### config.mk
export PLATFORM = sky130hd
export DESIGN_NAME = regfile_wb_scheduler
export DESIGN_NICKNAME = d
export VERILOG_FILES = /design/src/rtl/regfile_wb_scheduler.sv
export SDC_FILE = /design/constraint.sdc
export NUM_CORES = 1
export LEC_CHECK = 0
export ABC_AREA = 1
export BUFFER_PORTS_ARGS = -buffer_cell sky130_fd_sc_hd__buf_2
export CELL_PAD_IN_SITES_DETAIL_PLACEMENT = 0
export CELL_PAD_IN_SITES_GLOBAL_PLACEMENT = 1
export CORE_MARGIN = 2
export CORE_UTILIZATION = 28
export CTS_BUF_LIST = sky130_fd_sc_hd__clkbuf_8
export CTS_CLUSTER_SIZE = 16
export DETAILED_ROUTE_END_ITERATION = 10
export PLACE_DENSITY = 0.87
export SYNTH_ARGS = -nofsm -noshare
export SYNTH_HDL_FRONTEND = slang
export SYNTH_SLANG_ARGS = --single-unit
### constraint.sdc
create_clock -name clk_i -period 2.15 [get_ports clk_i]
set_input_delay 0.43 -clock clk_i [delete_from_list [all_inputs] [get_ports clk_i]]
set_output_delay 0.43 -clock clk_i [all_outputs]
set_load 0.01 [all_outputs]
### src/rtl/regfile_wb_scheduler.sv
// Write-port arbiter for the register file: the pipeline writeback has priority over one
// long-latency unit. Tracks long-latency destinations and flags decode hazards and starvation.
module regfile_wb_scheduler #(
  parameter int ADDRESS_WIDTH   = 5,
  parameter int DATA_WIDTH      = 32,
  parameter int MAX_OUTSTANDING = 4,
  parameter int STARVE_LIMIT    = 3
) (
  input  logic                          clk_i,
  input  logic                          rst_ni,
  input  logic                          pipe_we_i,
  input  logic [ADDRESS_WIDTH-1:0]      pipe_rd_i,
  input  logic [DATA_WIDTH-1:0]         pipe_wd_i,
  input  logic                          ll_valid_i,
  output logic                          ll_ready_o,
  input  logic [ADDRESS_WIDTH-1:0]      ll_rd_i,
  input  logic [DATA_WIDTH-1:0]         ll_wd_i,
  input  logic                          issue_i,
  input  logic [ADDRESS_WIDTH-1:0]      dec_rs1_i,
  input  logic [ADDRESS_WIDTH-1:0]      dec_rs2_i,
  input  logic [ADDRESS_WIDTH-1:0]      dec_rd_i,
  output logic                          hazard_o,
  output logic                          stall_o,
  output logic                          we3_o,
  output logic [ADDRESS_WIDTH-1:0]      a3_o,
  output logic [DATA_WIDTH-1:0]         wd3_o,
  output logic [(2**ADDRESS_WIDTH)-1:0] pending_o
);

  localparam int NREG  = 2**ADDRESS_WIDTH;
  localparam int CNT_W = $clog2(MAX_OUTSTANDING + 1);
  localparam int STV_W = $clog2(STARVE_LIMIT + 1);
  localparam logic [CNT_W-1:0] CNT_MAX = CNT_W'(MAX_OUTSTANDING);
  localparam logic [STV_W-1:0] STV_MAX = STV_W'(STARVE_LIMIT);

  logic             pw;
  logic             accept;
  logic             issue_fire;
  logic             hazard;
  logic [NREG-1:0]  pending_q, pending_d;
  logic [CNT_W-1:0] count_q, count_d;
  logic [STV_W-1:0] starve_q, starve_d;
  logic             stall_q, stall_d;

  // Port arbitration: an effective pipeline write always owns the port.
  assign pw         = pipe_we_i && (pipe_rd_i != '0);
  assign ll_ready_o = !pw;
  assign accept     = ll_valid_i && ll_ready_o;

  always_comb begin
    we3_o = 1'b0;
    a3_o  = '0;
    wd3_o = '0;
    if (pw) begin
      we3_o = 1'b1;
      a3_o  = pipe_rd_i;
      wd3_o = pipe_wd_i;
    end else if (ll_valid_i && (ll_rd_i != '0)) begin
      we3_o = 1'b1;
      a3_o  = ll_rd_i;
      wd3_o = ll_wd_i;
    end
  end

  // A same-cycle accept frees a slot, so a full unit does not block that issue.
  always_comb begin
    hazard = pending_q[dec_rs1_i] || pending_q[dec_rs2_i];
    if (issue_i && pending_q[dec_rd_i])
      hazard = 1'b1;
    if (issue_i && (count_q == CNT_MAX) && !accept)
      hazard = 1'b1;
  end

  assign hazard_o   = hazard;
  assign issue_fire = issue_i && !hazard;

  always_comb begin
    pending_d = pending_q;
    if (accept)
      pending_d[ll_rd_i] = 1'b0;
    if (issue_fire && (dec_rd_i != '0))
      pending_d[dec_rd_i] = 1'b1;
    pending_d[0] = 1'b0;
  end

  always_comb begin
    count_d = count_q;
    if (issue_fire && !accept) begin
      if (count_q != CNT_MAX)
        count_d = count_q + CNT_W'(1);
    end else if (accept && !issue_fire) begin
      if (count_q != '0)
        count_d = count_q - CNT_W'(1);
    end
  end

  // Starvation counter saturates at the limit; stall holds until the result is taken.
  always_comb begin
    starve_d = starve_q;
    if (accept || !ll_valid_i)
      starve_d = '0;
    else if (starve_q != STV_MAX)
      starve_d = starve_q + STV_W'(1);
    stall_d = (starve_d == STV_MAX);
  end

  always_ff @(posedge clk_i or negedge rst_ni) begin
    if (!rst_ni) begin
      pending_q <= '0;
      count_q   <= '0;
      starve_q  <= '0;
      stall_q   <= 1'b0;
    end else begin
      pending_q <= pending_d;
      count_q   <= count_d;
      starve_q  <= starve_d;
      stall_q   <= stall_d;
    end
  end

  assign stall_o   = stall_q;
  assign pending_o = pending_q;

  a_no_same_dest: assert property (@(posedge clk_i) disable iff (!rst_ni)
    !(ll_valid_i && pw && (pipe_rd_i == ll_rd_i)));
  a_x0_clear: assert property (@(posedge clk_i) disable iff (!rst_ni)
    pending_q[0] == 1'b0);
  a_count_max: assert property (@(posedge clk_i) disable iff (!rst_ni)
    count_q <= CNT_MAX);
  a_no_underflow: assert property (@(posedge clk_i) disable iff (!rst_ni)
    !(accept && (count_q == '0)));

endmodule

==> run summary <==
GPL Wtd Cong: 0.919
Placed Cells incl. Taps: 970
Worst Path Arrival: 2.38 ns
Setup TNS Final: -0.0527 ns
Die width: 114 um
Die height: 114 um
Placed Area: 4950 um^2
DRC Markers: 0
IO Port Bufs: 165
Post-route cell area: 5400 um^2
Clock-pin slew on the worst setup and hold paths: 0.07 ns
Clock network fraction of total power: 0.147
Leakage: 3.20 nW
Comb pwr share: 0.540
Pwr Total: 3.36 mW
Fill count: 1289
Async set-reset flop share out of synthesis: 1.00
CTS tree: built
F_max: 455 MHz
Largest family of logic cells by synthesized area: simple AND/OR/NAND/NOR gates
Synth Flop Type: dfrtp_1
Setup crit start kind: flop
Clk sink count: 37
Largest net degree at the start of global routing: 38
CP most frequent cell: nand2_1
I/O Pins: 167
WP data required: 2.33 ns
Initial antenna violation count: 0
First-pass GRT wire length: 21300 um
Core ar.: 11900 um^2
Avg Cell Area, Syn: 5.61 um^2
Synth Area in Adders: 0.00958
Synth-to-layout area growth: 59.1%
Post-Syn Instances: 605
Tmin final: 2.20 ns
Synth Area in Simple Gates: 0.428
Post-synth EDFFs: 0
Slew Viols, Final: 0
Syn Std Cell Area: 3390 um^2
Multi-input logic area: 2150 um^2
Routed len/inst: 13.6 um
Worst vdd ir: 0.000221 V
Ys Warns: 0
Final antenna-violating net count: 0
Seq/Total Area, Yosys: 0.273
Worst min path class: in -> async
Synth top area share: 0.273
Final Net Count: 942
Worst slack, placed: -0.370 ns
DR vias/cell: 4.56
Total track usage: 0.204
CP Cell Sequence: inv_1 > nand2_1 > nand3_1 > nand2_1 > nand2_1 > nand3_1 > nand3_1 > nand2_1 > inv_2 > nand4_4 > inv_2 > ha_4 > xor2_2 > or3_1 > nand2_2 > inv_2 > nor2_1 > a21oi_1
Final Hold Vio Count: 0
Largest area contributor in the netlist: dfrtp_1
FF+latch area: 932 um^2
Initial DRC Count: 302
H-tree level count: 2
Pre-antenna DRT Iters: 5
Multiplexer share of the synthesized area: 0
Remaining Overflow, GRT: 0
Synth Area in Compound Gates: 0.128
Share of cells above drive strength 1: 0.397
RSZ-0062 raised after global routing: yes
Vias in the first global route: 4348
Post-synthesis xor/xnor area fraction: 0.00516
Post-CTS Hold Buffers: 0
Post-synth top cells: nand2_1, inv_1, o21ai_0
Critical path class: reg -> reg
Maximum buffer depth of the clock tree: 2
CP Capture Type: flop
Setup Viol. Count Final: 2
Vias: 4531
Net switching fraction of the power: 0.409
P_sw: 1.38 mW
Final std cells w/o fill: 993
CTS root buffer: clkbuf_8
Slowest stage cell on the critical path: dfrtp_1
Status: finished, violations left
Final WL: 13500 um
Final Skew: 0.00583 ns
Period utilization: 1.02
Cell with the most instances after synthesis: nand2_1
DP HPWL: 10800 um
Die area: 13000 um^2
MaxCap Viol Count: 0
Sequential fraction of design power: 0.313
Failing checks: negative setup slack
Initial core utilization: 0.285
Seq cells post-synth: 37
Synth area leaders: dfrtp_1, nand2_1, inv_1
Int Power: 1.99 mW
Worst Path Max Fanout: 4
PD cells: 623 nW/um^2
Final setup margin: -0.0473 ns
Slowest stage delay, CP: 0.42 ns
Total CTS buffers: 5
Clk_lat worst skew: 0.29 ns
Yosys cell types: 29
Diodes inserted: 0
Placement row count: 40
Syn nets: 701
## stage by stage
step	hold slack, ns	util
6_report	0.173	0.453
5_1_grt	0.224	0.453
4_1_cts	0.194	0.432
3_5_place_dp	0.448	0.415
3_3_place_gp	0.440	0.415
2_1_floorplan	0.134	-
## power by group through the flow
stage	clock [mW]	sequential [mW]	combinational (mW)
2_1_floorplan	0	1.09	0.766
3_3_place_gp	0	1.05	1.65
3_5_place_dp	0	1.05	1.66
4_1_cts	0.502	1.04	1.71
5_1_grt	0.534	1.07	2.04
6_report	0.493	1.05	1.82
## flip-flops by register name, summed over array words and instances, names as in the netlist
signal,flops
count_q,3
stall_o,1
pending_o,31
starve_q,2
## kinds of logic (layout without fill, tap and decap cells)
| kind of cell | count (synthesis) | in the layout |
|---|---|---|
| AOI/OAI and AO/OA | 84 | 84 |
| adders and majority gates | 2 | 2 |
| xor gates and xnor gates | 2 | 2 |
| DFF | 37 | 37 |
| and+or+nand+nor | 351 | 351 |
| buffers and inverters | 128 | 369 |
| other | 1 | 1 |
## path summary, 6_finish.rpt
| check | start | end | slack, ns | cells past startpoint |
|---|---|---|---|---|
| min | rst_ni | pending_o[28]$_DFF_PN0_ | 0.17 | 2 |
| max | pending_o[22]$_DFF_PN0_ | count_q[0]$_DFFE_PN0P_ | -0.05 | 18 |
| min in group clk_i | ll_valid_i | stall_o$_DFF_PN0_ | 0.44 | 3 |
| max reg2reg | pending_o[22]$_DFF_PN0_ | count_q[0]$_DFFE_PN0P_ | -0.05 | 18 |
| min reg2reg | starve_q[0]$_DFF_PN0_ | starve_q[0]$_DFF_PN0_ | 0.45 | 1 |
| max in group asynchronous | rst_ni | pending_o[3]$_DFF_PN0_ | 1.61 | 2 |
## metal layers
metal | share of wire | track usage | routed length [um] | vias to the layer above
met3 | 0.060 | 0.0275 | 816 | 11
met5 | 0 | 0 | 0 | -
met4 | 0.0091 | 0.0431 | 123 | 0
met1 | 0.42 | 0.257 | 5690 | 1994
li1 | - | - | - | 2348
met2 | 0.51 | 0.373 | 6880 | 178
## placed cells by master, fill, tap and decap left out, drive strengths merged
master and n:
o211ai 1, o22ai 2, buf 252, nand3 60, nor2 31, nand4 4
nand3b 1, or3 1, xor2 2, ha 1, clkbuf 9, conb 1
o21ai 76, dfrtp 37, nor3 9, nor3b 1, nand2 244, o31ai 3
a21oi 2, inv 107, clkinv 1, fa 1
## final cells by class
class,instances,area share
multi-input combinational,440,0.398
timing repair buffer,255,0.304
sequential,37,0.173
inverter,107,0.0748
tap,147,0.0341
clock buffer,6,0.0153
clock inverter,1,0.000695
## critical path: cells and delay by family (launching register included)
family	cells	cell delay, ns
xor+xnor	1	0.14
flops	1	0.42
fa+ha+maj	1	0.16
compound gates	1	0.04
buf+inv	4	0.22
simple gates	11	1.10
## timing repair
action,in CTS,in global routing
setup endpoints to repair,37,37
cloned,1,3
pin swaps,2,7
buffers inserted,5,7
resized for setup,17,50
(Power assumes the default switching activity.)
